<file path="config.mk">
export PLATFORM = sky130hd
export DESIGN_NAME = gray_conv_pipe_flat
export DESIGN_NICKNAME = d
export VERILOG_FILES = /design/src/rtl/gray_conv_pkg.sv /design/src/rtl/gray_conv_pipe_if.sv /design/src/rtl/gray_conv_lane.sv /design/src/rtl/gray_conv_pipe.sv /design/src/flat_wrapper.sv
export SDC_FILE = /design/constraint.sdc
export NUM_CORES = 1
export LEC_CHECK = 0
export BUFFER_PORTS_ARGS = -buffer_cell sky130_fd_sc_hd__buf_4
export CAP_MARGIN = 20
export CORE_MARGIN = 4
export CORE_UTILIZATION = 25
export CTS_CLUSTER_SIZE = 12
export DETAILED_ROUTE_END_ITERATION = 7
export PLACE_DENSITY = 0.46
export SETUP_SLACK_MARGIN = 0.3
export SLEW_MARGIN = 25
export SYNTH_ARGS = -nofsm -noshare
export SYNTH_HDL_FRONTEND = slang
export SYNTH_SLANG_ARGS = --single-unit
</file>
<file path="constraint.sdc">
create_clock -name clk -period 4.7 [get_ports clk]
set_clock_uncertainty 0.05 [all_clocks]
set_input_delay 0.47 -clock clk [delete_from_list [all_inputs] [get_ports clk]]
set_output_delay 0.47 -clock clk [all_outputs]
set_load 0.02 [all_outputs]
</file>
<file path="src/rtl/gray_conv_pkg.sv">
// Shared types and conversion helpers for the Gray/binary lane converter.
// Symbols are right-aligned: only bits [k-1:0] carry information.
package gray_conv_pkg;

    localparam int MAX_MOD_ORDER = 256;
    localparam int NLANES        = 4;
    localparam int W             = $clog2(MAX_MOD_ORDER);
    localparam int KW            = $clog2(W + 1);

    typedef enum logic {
        GRAY2BIN = 1'b0,
        BIN2GRAY = 1'b1
    } mode_e;

    typedef logic [W-1:0]  sym_t;
    typedef logic [KW-1:0] k_t;

    typedef struct packed {
        logic                  valid;
        mode_e                 mode;
        k_t                    k;
        logic [NLANES*W-1:0]   data;
    } stage_t;

    function automatic logic k_legal_f(k_t k);
        return (k != '0) && (int'(k) <= W);
    endfunction

    // Running XOR from the MSB down to bit 0, restricted to the active k bits.
    function automatic sym_t gray2bin_f(sym_t x, k_t k);
        sym_t b;
        logic acc;
        b   = '0;
        acc = 1'b0;
        for (int i = W - 1; i >= 0; i--) begin
            if (i < int'(k)) begin
                acc  = acc ^ x[i];
                b[i] = acc;
            end
        end
        return b;
    endfunction

    function automatic sym_t bin2gray_f(sym_t x, k_t k);
        sym_t g;
        sym_t hi;
        g  = '0;
        hi = x >> 1;
        for (int i = 0; i < W; i++) begin
            if (i < int'(k)) begin
                g[i] = x[i] ^ ((i + 1 < int'(k)) ? hi[i] : 1'b0);
            end
        end
        return g;
    endfunction

endpackage

</file>
<file path="src/rtl/gray_conv_pipe_if.sv">
// Valid/ready beat interface of the Gray/binary converter.
// The master drives beats in and accepts results; the slave is the converter.
interface gray_conv_pipe_if #(
    parameter int W     = 8,
    parameter int LANES = 4,
    parameter int KW    = $clog2(W + 1)
);

    logic                 i_mode;
    logic [KW-1:0]        i_bits_per_sym;
    logic [LANES*W-1:0]   i_data;
    logic                 i_dv;
    logic                 o_ready;
    logic [LANES*W-1:0]   o_data;
    logic                 o_dv;
    logic                 i_ready;
    logic                 o_err;
    logic [31:0]          o_beat_count;

    modport master (
        output i_mode,
        output i_bits_per_sym,
        output i_data,
        output i_dv,
        output i_ready,
        input  o_ready,
        input  o_data,
        input  o_dv,
        input  o_err,
        input  o_beat_count
    );

    modport slave (
        input  i_mode,
        input  i_bits_per_sym,
        input  i_data,
        input  i_dv,
        input  i_ready,
        output o_ready,
        output o_data,
        output o_dv,
        output o_err,
        output o_beat_count
    );

endinterface

</file>
<file path="src/rtl/gray_conv_lane.sv">
// Combinational single-symbol Gray<->binary converter.
// An illegal k yields an all-zero symbol.
module gray_conv_lane
    import gray_conv_pkg::*;
(
    input  mode_e i_mode,
    input  k_t    i_k,
    input  sym_t  i_sym,
    output sym_t  o_sym
);

    always_comb begin
        o_sym = '0;
        if (k_legal_f(i_k)) begin
            if (i_mode == BIN2GRAY) begin
                o_sym = bin2gray_f(i_sym, i_k);
            end else begin
                o_sym = gray2bin_f(i_sym, i_k);
            end
        end
    end

endmodule

</file>
<file path="src/rtl/gray_conv_pipe.sv">
// Multi-lane Gray/binary converter behind a collapsing valid/ready pipeline.
// Raw beats travel with their mode and k; conversion happens at the last stage.
module gray_conv_pipe
    import gray_conv_pkg::*;
#(
    parameter int MAX_MODULATION_ORDER = MAX_MOD_ORDER,
    parameter int LANES                = NLANES,
    parameter int PIPE_STAGES          = 2
) (
    input  logic             clk,
    input  logic             rst,
    gray_conv_pipe_if.slave  bus
);

    localparam int LW = $clog2(MAX_MODULATION_ORDER);

    stage_t                 r_stg [PIPE_STAGES];
    logic                   r_err;
    logic [31:0]            r_cnt;
    logic [PIPE_STAGES-1:0] w_en;
    logic                   w_acc;
    logic [LANES*LW-1:0]    w_conv;
    logic                   w_out_xfer;

    // A stage may load if it or any stage after it has room.
    always_comb begin
        w_acc = bus.i_ready;
        w_en  = '0;
        for (int s = PIPE_STAGES - 1; s >= 0; s--) begin
            w_acc   = w_acc | ~r_stg[s].valid;
            w_en[s] = w_acc;
        end
    end

    assign w_out_xfer = r_stg[PIPE_STAGES-1].valid & bus.i_ready;

    always_ff @(posedge clk or posedge rst) begin
        if (rst) begin
            for (int s = 0; s < PIPE_STAGES; s++) begin
                r_stg[s] <= '0;
            end
            r_err <= 1'b0;
            r_cnt <= '0;
        end else begin
            if (w_en[0]) begin
                r_stg[0] <= '{
                    valid: bus.i_dv,
                    mode:  mode_e'(bus.i_mode),
                    k:     bus.i_bits_per_sym,
                    data:  bus.i_data
                };
            end
            for (int s = 1; s < PIPE_STAGES; s++) begin
                if (w_en[s]) begin
                    r_stg[s] <= r_stg[s-1];
                end
            end
            if (bus.i_dv && w_en[0]
                && !k_legal_f(bus.i_bits_per_sym)) begin
                r_err <= 1'b1;
            end
            if (w_out_xfer) begin
                r_cnt <= r_cnt + 32'd1;
            end
        end
    end

    for (genvar n = 0; n < LANES; n++) begin : g_lane
        gray_conv_lane u_lane (
            .i_mode (r_stg[PIPE_STAGES-1].mode),
            .i_k    (r_stg[PIPE_STAGES-1].k),
            .i_sym  (r_stg[PIPE_STAGES-1].data[n*LW +: LW]),
            .o_sym  (w_conv[n*LW +: LW])
        );
    end

    assign bus.o_ready      = w_en[0];
    assign bus.o_dv         = r_stg[PIPE_STAGES-1].valid;
    assign bus.o_data       = r_stg[PIPE_STAGES-1].valid ? w_conv : '0;
    assign bus.o_err        = r_err;
    assign bus.o_beat_count = r_cnt;

endmodule
</file>
<file path="src/flat_wrapper.sv">
// flat-port wrapper written by rule: the top's interface ports become plain ports
module gray_conv_pipe_flat import gray_conv_pkg::*;
#(
    parameter int MAX_MODULATION_ORDER = MAX_MOD_ORDER,
    parameter int LANES                = NLANES,
    parameter int PIPE_STAGES          = 2
)
  (clk, rst, bus_i_mode, bus_i_bits_per_sym, bus_i_data, bus_i_dv, bus_i_ready, bus_o_ready, bus_o_data, bus_o_dv, bus_o_err, bus_o_beat_count);
  gray_conv_pipe_if #(.LANES(LANES)) bus_i ();
  input  logic clk;
  input  logic rst;
  input wire logic [$bits(bus_i.i_mode)-1:0] bus_i_mode;
  input wire logic [$bits(bus_i.i_bits_per_sym)-1:0] bus_i_bits_per_sym;
  input wire logic [$bits(bus_i.i_data)-1:0] bus_i_data;
  input wire logic [$bits(bus_i.i_dv)-1:0] bus_i_dv;
  input wire logic [$bits(bus_i.i_ready)-1:0] bus_i_ready;
  output wire logic [$bits(bus_i.o_ready)-1:0] bus_o_ready;
  output wire logic [$bits(bus_i.o_data)-1:0] bus_o_data;
  output wire logic [$bits(bus_i.o_dv)-1:0] bus_o_dv;
  output wire logic [$bits(bus_i.o_err)-1:0] bus_o_err;
  output wire logic [$bits(bus_i.o_beat_count)-1:0] bus_o_beat_count;
  assign bus_i.i_mode = bus_i_mode;
  assign bus_i.i_bits_per_sym = bus_i_bits_per_sym;
  assign bus_i.i_data = bus_i_data;
  assign bus_i.i_dv = bus_i_dv;
  assign bus_i.i_ready = bus_i_ready;
  assign bus_o_ready = bus_i.o_ready;
  assign bus_o_data = bus_i.o_data;
  assign bus_o_dv = bus_i.o_dv;
  assign bus_o_err = bus_i.o_err;
  assign bus_o_beat_count = bus_i.o_beat_count;
  gray_conv_pipe #(.MAX_MODULATION_ORDER(MAX_MODULATION_ORDER), .LANES(LANES), .PIPE_STAGES(PIPE_STAGES)) u_core (.clk(clk), .rst(rst), .bus(bus_i));
endmodule
</file>
# Word-level counts from Yosys, hierarchy flattened
# Index checks and enable logic that the tools add are counted.
# op_classes
reduce_logical	7
bitwise_logic	61
muxes	173
addsub	1
n_lt_le_gt_ge	10
# ops
operator	count
2-to-1 mux 1 bit	164
XOR 1 bit	56
adder 32 x 1 -> 32 bit, second input constant	1
2-to-1 mux 32 bit	1
2-to-1 mux 8 bit	4
2-to-1 mux 7 bit	4
< comparator 3 x 4 -> 1 bit, first input constant	4
less-or-equal comparator 4 bit, second input constant	2
< comparator 1 x 4 -> 1 bit, first input constant	2
< comparator 2 x 4 -> 1 bit, first input constant	2
nonzero test 4 bit	2
logical AND 1 bit	4
inverter 1 bit	2
OR 1 bit	2
bitwise AND 1 bit	1
zero test 1 bit	1
# totals
elab_cells	262
register_bits	109
inputBits	41
output_inout_bits	67

# Logic depth before layout (Yosys ltp)
# Gate-level depths: netlist of run 1.
# depth
word_depth	33
mapped_depth	10
mapped_depth_nobuf	8

# By module
# From an unflattened synthesis of run 1, not the netlist that was laid out.
# hier_totals
hier_cells	586
area_unflattened_um2	6238.5
# by_module_without_submodules
module	area_each_um2	cells_per_inst	seq_area_each_um2	n_inst
gray_conv_pipe	4561.9	334	2727.6	1
gray_conv_lane	419.2	63	0.0	4

# Worst setup path after synthesis of run 1
# No wires, ideal clock.
# synth_timing
kind	reg2out
startpoint	reg u_core.r_stg[35] (netlist bit)
endpoint	out bus_o_data[25]
stages_incl_launch_ff	9
n_path_buf	1
required_ps	4180
slack_ps	1906
arrival_ps	2274
cell_sequence	dfrtp_1 buf_2 nand4b_4 o211a_1 xnor2_1 mux2_2 a211oi_2 nand3_1 a21oi_1
# synth_via
elab_chain_cells	29
word_cells_on_any_way	41
classes_between	8 x order compare; 24 x mux; 7 x bitwise; 2 x reduce/logical
# synth_lines
item	line_no	text
from (decl)	gray_conv_pipe.sv:17	stage_t r_stg [PIPE_STAGES];
from (signal, indexed assignment)	gray_conv_pipe.sv:55	r_stg[s] <= r_stg[s-1];
< comparator 3 x 4 -> 1 bit	gray_conv_pkg.sv:36	if (i < int'(k)) begin
2-to-1 mux 1 bit	gray_conv_pkg.sv:36	
2-to-1 mux 1 bit	gray_conv_lane.sv:15	if (i_mode == BIN2GRAY) begin
2-to-1 mux 1 bit	gray_conv_lane.sv:14	if (k_legal_f(i_k)) begin
XOR 1 bit	gray_conv_pkg.sv:37	acc = acc ^ x[i];
2-to-1 mux 1 bit	gray_conv_pkg.sv:36	
2-to-1 mux 1 bit	gray_conv_lane.sv:15	
2-to-1 mux 1 bit	gray_conv_lane.sv:14	
(+13 left out)	n/a	
2-to-1 mux 1 bit	gray_conv_pkg.sv:36	
2-to-1 mux 1 bit	gray_conv_lane.sv:15	
2-to-1 mux 1 bit	gray_conv_lane.sv:14	
XOR 1 bit	gray_conv_pkg.sv:37	
2-to-1 mux 1 bit	gray_conv_pkg.sv:36	
2-to-1 mux 7 bit	gray_conv_lane.sv:15	
2-to-1 mux 8 bit *	gray_conv_lane.sv:14	
2-to-1 mux 32 bit *	gray_conv_pipe.sv:79	assign bus.o_data = r_stg[PIPE_STAGES-1].valid ? w_conv : '0;
to (decl)	flat_wrapper.sv:18	output wire logic [$bits(bus_i.o_data)-1:0] bus_o_data;
# Every way passes the cells marked *; elsewhere a longest branch is shown, timed or not. The select of a mux whose other input is x is not followed.

# Worst setup path after layout of run 1
# layout_timing
startpoint	reg u_core.r_stg[35] (netlist bit)
endpoint	out bus_o_data[9]
# The elaborated chain is that of the path after synthesis.

==> results of run 1 <==
==> metal layers <==
| layer | up-vias | wire length (um) | GRT usage, % |
|---|---|---|---|
| li1 | 2148 | - | - |
| met4 | 0 | 245 | 3.257 |
| met3 | 18 | 1085 | 3.853 |
| met2 | 139 | 7438 | 20.02 |
| met1 | 2211 | 7359 | 16.74 |
| met5 | - | 0 | 0 |
==> cells in the final DEF (no fill, tap or decap), types with 3 or more instances in the layout <==
master     synthesis  layout
nand3_1           24      24
and2_1             3       3
nor2_1            41      41
xor2_1            20      20
or3_1              7       7
clkbuf_16          0       9
nand4_1            9       9
dfrtp_1          109     109
mux2_2            69      69
or2_2              3       3
a211oi_1           3       3
nand2_1           41      41
nand2b_1           7       6
a21o_1             3       3
and3_1            10      10
nor3_1            12      12
nand3b_1           3       3
nor2b_1            3       3
o21ai_1            7       8
o21ai_0           23      22
a21oi_1           24      24
xnor2_1           49      49
buf_4              0     110
mux2i_1            7       7
inv_1              9       8
==> cells by family (layout without fill, tap and decap cells) <==
group / Yosys count / count (layout)
DFF: 109 / 109
buffers and inverters: 43 / 138
xor gates and xnor gates: 70 / 70
muxes: 78 / 78
adders and majority gates: 1 / 1
and+or+nand+nor: 173 / 173
AOI/OAI and AO/OA: 87 / 87
==> state kept, by name, summed over array words and instances (netlist names) <==
signal                   cells
u_core.bus.o_beat_count     32
u_core.r_stg                75
u_core.bus.o_err             1
u_core.bus.o_dv              1
==> layout make-up <==
| cell class | instances | area (um^2) |
|---|---|---|
| Fill cell | 2376 | 15610 |
| Multi-Input combinational cell | 409 | 2995 |
| Sequential cell | 109 | 2728 |
| Timing Repair Buffer | 111 | 837.1 |
| Tap cell | 313 | 391.6 |
| Clock buffer | 9 | 225.2 |
| Clock inverter | 7 | 82.58 |
| Inverter | 11 | 43.79 |
==> metrics by stage <==
stage | instance area (um^2) | worst slack (ns)
after floorplan | 5896 | 1.306
after global placement | 6979 | 1.391
after detailed placement | 6979 | 1.385
after CTS | 7287 | 0.9881
after global routing | 7303 | 0.6666
final | 7303 | 0.9313
==> path summary, 6_finish.rpt <==
| check | from | end | slack, ns | cells after the start |
|---|---|---|---|---|
| setup / recovery | u_core.r_stg[35] | bus_o_data[9] | 0.93 | 8 |
| hold / removal | bus_i_dv | u_core.r_stg[75] | 0.26 | 2 |
| setup reg to reg | u_core.bus.o_dv | u_core.bus.o_beat_count[24] | 2.09 | 7 |
| hold reg to reg | u_core.r_stg[75] | u_core.bus.o_dv | 0.42 | 1 |
| max in group asynchronous | rst | u_core.r_stg[72] | 3.31 | 3 |
| min in group asynchronous | rst | u_core.r_stg[39] | 0.27 | 2 |
==> critical path: cells and delay by family, from the launching register on <==
family | cells | cell delay (ns)
compound gates | 2 | 1.00
flops | 1 | 0.90
simple gates | 5 | 0.83
buf+inv | 1 | 0.17
==> power by group through the flow <==
| stage | Clock [mW] | Sequential, mW | Combinational [mW] |
|---|---|---|---|
| 2_1_floorplan | 0 | 1.17 | 0.738 |
| 3_3_place_gp | 0 | 1.22 | 1.02 |
| 3_5_place_dp | 0 | 1.23 | 1.03 |
| 5_1_grt | 0.852 | 1.23 | 1.12 |
| 6_report | 0.787 | 1.21 | 1.02 |
| 4_1_cts | 0.819 | 1.21 | 1.03 |
==> flow_summary.json, run 1 <==
{
  "cts_sinks": 109,
  "hold_viol_final": 0,
  "dpl.cell_count": 952,
  "holdWs_ns": 0.2583,
  "synth_top_area_cell": "dfrtp_1",
  "synth_top_area_share_pct": 46.26,
  "synth.avg_cell_area_um2": 10.51,
  "power_switching_mw": 1.091,
  "area_growth_pct": 23.88,
  "io_buffers": 107,
  "cts_setup_buffers": 0,
  "synth_top_family_by_area": "simple AND/OR/NAND/NOR gates",
  "grt_usage_pct": 12.59,
  "crit_path_start_kind": "register",
  "max_clock_freq_mhz": 265.3,
  "synth_edf_count": 0,
  "p_per_area_mw_per_mm2": 413.8,
  "wl_um": 16130,
  "cp_data_required_time_ns": 4.18,
  "die_w_um": 161.6,
  "antenna_found_initial": 0,
  "ys.flop_type": "dfrtp_1",
  "worstHoldPathType": "in -> reg",
  "drive_gt1_share_pct": 33.69,
  "dp_hpwl_um": 12000,
  "report.final.setup_viol": 0,
  "slowest_stage": "dfrtp_1",
  "clock_path_buffers": 2,
  "netlist_area_mm2": 0.005896,
  "cts.clk_slew.worst_paths_ns": 0.08,
  "cts_root_buf": "clkbuf_16",
  "ys_seq_area_share_pct": 46.26,
  "relSlewSlack_pct": 40.89,
  "slowest_delay_ns": 0.90,
  "synth_nets": 603,
  "coreArea_mm2": 0.02292,
  "maxSlewViolCount": 0,
  "cp-end-kind": "output pin",
  "final_cells": 969,
  "ys_warn_count": 0,
  "path_cells": "nand2b_1, a311oi_2, or4_4, nand2_1, a311o_2, nor3_1, nor3b_2, buf_4",
  "hold_buffers": 0,
  "yosys.area_share.simple_pct": 15.09,
  "power.internal_mw": 1.930,
  "total_power_mw": 3.022,
  "combPwrFrac_pct": 33.9,
  "yosys-top-cells-area": "dfrtp_1, mux2_2, xnor2_1",
  "routed_via_density": 4.660,
  "ir_drop_mv": 0.1775,
  "synth.most_common_cell": "dfrtp_1",
  "fin_crit_sh_pct": 80.19,
  "synth_fa_ha_area_share_pct": 0.2122,
  "worstSetupPathType": "reg -> out",
  "rsz0062_at_grt": "no",
  "synth_compound_area_share_pct": 9.847,
  "synth_cell_type_count": 62,
  "cts-htree-levels": 3,
  "grt_pass1_wl_um": 26160,
  "status": "complete, no violations",
  "synthCells": 561,
  "gp_congestion": 0.8361,
  "power_frac_clock_pct": 26.0,
  "cts_tree": "built",
  "synthMuxAreaShare_pct": 15.00,
  "num_vias": 4516,
  "grt_max_degree": 72,
  "seqPwrFrac_pct": 40.0,
  "drc": 0,
  "crit_fanout": 29,
  "arrival_ns": 3.25,
  "post_cts_resized": 0,
  "timing.max_cap.violations": 0,
  "nNetsFinal": 693,
  "worst_pin_slew_ns": 0.8866,
  "first_pass_iters": 4,
  "start_util_pct": 25.73,
  "leakagePower_nw": 3.170,
  "fin_util_pct": 31.87,
  "ios": 108,
  "drt_iter0_drc": 189,
  "num_rows": 55,
  "swShare_pct": 36.11,
  "detail-route-antenna-nets": 0,
  "synthTopCellsByCount": "dfrtp_1, mux2_2, xnor2_1, nand2_1, nor2_1",
  "worstSkewPairLatency_ns": 0.36,
  "die-area_mm2": 0.02610,
  "ys_seq_elements": 109,
  "numCtsBuffers": 9,
  "diodes": 0,
  "synth_xor_xnor_area_share_pct": 10.53,
  "overflow": 0,
  "routedWlPerCell_um": 16.64,
  "die-height_um": 161.6,
  "synthArstFlopShare_pct": 100.0,
  "grt_pass1_vias": 4692,
  "fin_crit_ns": 3.769,
  "setup_tns_ns": 0
}
Power figures use the tool's default switching activity.
==> inputs of run 2 (changes only) <==
--- a/config.mk
+++ b/config.mk
@@ -5,13 +5,14 @@
 export SDC_FILE = /design/constraint.sdc
 export NUM_CORES = 1
 export LEC_CHECK = 0
+export ABC_AREA = 1
 export BUFFER_PORTS_ARGS = -buffer_cell sky130_fd_sc_hd__buf_4
 export CAP_MARGIN = 20
 export CORE_MARGIN = 4
 export CORE_UTILIZATION = 25
 export CTS_CLUSTER_SIZE = 12
 export DETAILED_ROUTE_END_ITERATION = 7
-export PLACE_DENSITY = 0.46
+export PLACE_DENSITY = 0.48
 export SETUP_SLACK_MARGIN = 0.3
 export SLEW_MARGIN = 25
 export SYNTH_ARGS = -nofsm -noshare
==> constraint.sdc (replaced) <==
create_clock -name clk -period 3.17 [get_ports clk]
set_clock_uncertainty 0.05 [all_clocks]
set_input_delay 0.317 -clock clk [delete_from_list [all_inputs] [get_ports clk]]
set_output_delay 0.317 -clock clk [all_outputs]
set_load 0.02 [all_outputs]
==> run 2 against run 1 <==
Against the previous run:
- flip-flop and latch count did not move
- worst hold slack worse by 0.22 ns
- critical path depth up 2
- setup slack got worse by 0.41 ns
- sequential share of layout area increased by 0.98 points
- critical path type unchanged
- critical endpoint is now bus_o_data[1]
- highest routed layer unchanged
==> flow_summary.json, run 2 <==
{
  "dp_hpwl_um": 11920,
  "rsz0062_at_grt": "yes",
  "diodes": 0,
  "power.internal_mw": 2.660,
  "swShare_pct": 36.10,
  "place_ws_ns": 0.6928,
  "synthArstFlopShare_pct": 100.0,
  "fin_ws_ns": 0.5167,
  "die-height_um": 158.5,
  "final_cells": 1098,
  "critPathTopFamily": "simple AND/OR/NAND/NOR gates",
  "crit_path_start_kind": "register",
  "drt_iter0_drc": 148,
  "worstSetupPathType": "reg -> out",
  "ys_seq_elements": 109,
  "synth_top_area_share_pct": 48.17,
  "grt_pass1_vias": 4729,
  "routed_via_density": 4.255,
  "arrival_ns": 2.29,
  "coreArea_mm2": 0.02203,
  "fin_crit_ns": 2.653,
  "drc": 0,
  "fillCellCount": 2367,
  "combPwrFrac_pct": 31.2,
  "synth.most_common_cell": "nand2_1",
  "ff2ff_setup_slack_ns": 1.15,
  "status": "complete, no violations",
  "ys_seq_area_share_pct": 48.17,
  "first_pass_iters": 4,
  "clock_path_buffers": 2,
  "die-area_mm2": 0.02512,
  "hold_buffers": 0,
  "synthCells": 709,
  "setup_tns_ns": 0,
  "synth_nets": 751,
  "slowest_stage": "dfrtp_2",
  "detail-route-antenna-nets": 0,
  "relSlewSlack_pct": 47.41,
  "worstHoldPathType": "in -> async",
  "worstSkewPairLatency_ns": 0.36,
  "area_growth_pct": 25.72,
  "cts_setup_buffers": 0,
  "path_cells": "nor2_2, nand2_2, inv_1, nor2_1, o21ai_0, a21oi_1, nor2_1, nand2_1, inv_1, buf_4",
  "antenna_found_initial": 0,
  "grt_pass1_wl_um": 25150,
  "fin_crit_sh_pct": 83.70,
  "largest_reg_flops": 75,
  "r2r-start": "u_core.bus.o_beat_count[0]",
  "post_cts_resized": 1,
  "cts_sinks": 109,
  "timing.max_cap.violations": 0,
  "synth_edf_count": 0,
  "path_depth": 10,
  "slowest_delay_ns": 0.48,
  "cp-end-kind": "output pin",
  "grt_usage_pct": 12.70,
  "dpl.cell_count": 1082,
  "ios": 108,
  "die_w_um": 158.5,
  "leakagePower_nw": 3.645,
  "worst_pin_slew_ns": 0.7872,
  "power_switching_mw": 1.503,
  "netlist_area_mm2": 0.005663,
  "report.final.setup_viol": 0,
  "p_per_area_mw_per_mm2": 584.6,
  "synth_top_area_cell": "dfrtp_1",
  "numCtsBuffers": 9,
  "io_buffers": 107,
  "start_util_pct": 25.71,
  "overflow": 0,
  "synth.avg_cell_area_um2": 7.987,
  "synth_cell_type_count": 35,
  "seqPwrFrac_pct": 40.3,
  "hold_viol_final": 0,
  "cts.clk_slew.worst_paths_ns": 0.08,
  "nNetsFinal": 855,
  "gp_congestion": 0.8533,
  "r2r_cells": 8,
  "grt_max_degree": 77,
  "regMostFlops": "u_core.r_stg",
  "final_cell_mix": "nand2_1, buf_4, dfrtp_1",
  "r2r_end": "u_core.bus.o_beat_count[26]",
  "num_vias": 4672,
  "wl_um": 15410,
  "cts_root_buf": "clkbuf_16",
  "ir_drop_mv": 0.4409,
  "cts-htree-levels": 3,
  "ys.flop_type": "dfrtp_1",
  "power_frac_clock_pct": 28.5,
  "routedWlPerCell_um": 14.04,
  "fin_util_pct": 32.32,
  "final_common_cell": "nand2_1",
  "worstSetupEndpoint": "bus_o_data[1]",
  "drive_gt1_share_pct": 21.88,
  "crit_fanout": 10,
  "cp_data_required_time_ns": 2.80,
  "maxSlewViolCount": 0,
  "synthTopCellsByCount": "nand2_1, dfrtp_1, inv_1, o21ai_0, nor2_1",
  "num_rows": 54,
  "yosys-top-cells-area": "dfrtp_1, nand2_1, o21ai_0",
  "critical_path.startpoint": "u_core.r_stg[35]",
  "cp_num_buf_inv": 3,
  "total_power_mw": 4.162,
  "cts_tree": "built",
  "max_clock_freq_mhz": 376.9,
  "ys_warn_count": 0
}
-- run 2: final cells by class --
class                           instances  area, um^2  area share [%]
Sequential cell                       109        2729           38.33
Multi-Input combinational cell        477        2479           34.82
Timing Repair Buffer                  113       860.8           12.09
Inverter                              103       392.9           5.518
Tap cell                              280       350.3           4.921
Clock buffer                            9       225.2           3.163
Clock inverter                          7       82.58           1.160
-- run 2: cell families (layout without fill, tap and decap cells) --
logic type	count (synthesis)	count (layout)	synth area share, %
mux	16	16	3.182
flops	109	109	48.17
buf+inv	123	232	8.374
compound gates	107	107	9.721
simple gates	311	311	23.84
xor+xnor	42	42	6.496
fa+ha+maj	1	1	0.2209
-- run 2: through the flow --
stage          hold slack (ns)  instance area [um^2]
3_3_place_gp            0.4042                  6798
5_1_grt                0.09500                  7119
6_report               0.03729                  7119
4_1_cts                0.07008                  7108
2_1_floorplan           0.3665                  5667
3_5_place_dp            0.4130                  6798
-- run 2: power groups by stage --
stage / sequential, mW / combinational [mW] / clock [mW]
final: 1.68 / 1.30 / 1.19
after global routing: 1.71 / 1.47 / 1.28
after CTS: 1.68 / 1.30 / 1.24
after detailed placement: 1.70 / 1.30 / 0
after global placement: 1.71 / 1.29 / 0
after floorplan: 1.71 / 0.827 / 0
-- run 2: worst register-to-register path, stage by stage, from the launching register on --
cell	delay, ns
dfrtp_1	0.43
ha_1	0.19
nand3_1	0.10
nor2_1	0.15
nand2_1	0.13
nor2_2	0.24
nor4b_2	0.34
nand3_1	0.14
xnor2_1	0.15
-- run 2: worst min path at each step --
stage / startpoint / to / slack (ns)
floorplan: bus_i_dv / u_core.r_stg[75] / 0.37
global placement: u_core.bus.o_err / u_core.bus.o_err / 0.40
detailed placement: u_core.bus.o_err / u_core.bus.o_err / 0.41
CTS: rst / u_core.bus.o_beat_count[29] / 0.07
global route: rst / u_core.bus.o_beat_count[29] / 0.1
finish: rst / u_core.bus.o_beat_count[29] / 0.04
-- run 2: layer usage --
| metal | vias to the layer above | GRT usage, % | wire (um) |
|---|---|---|---|
| li1 | 2459 | - | - |
| met1 | 2096 | 16.81 | 7151 |
| met2 | 107 | 20.12 | 6892 |
| met3 | 10 | 4.621 | 1256 |
| met4 | 0 | 2.559 | 111 |
| met5 | - | 0 | 0 |
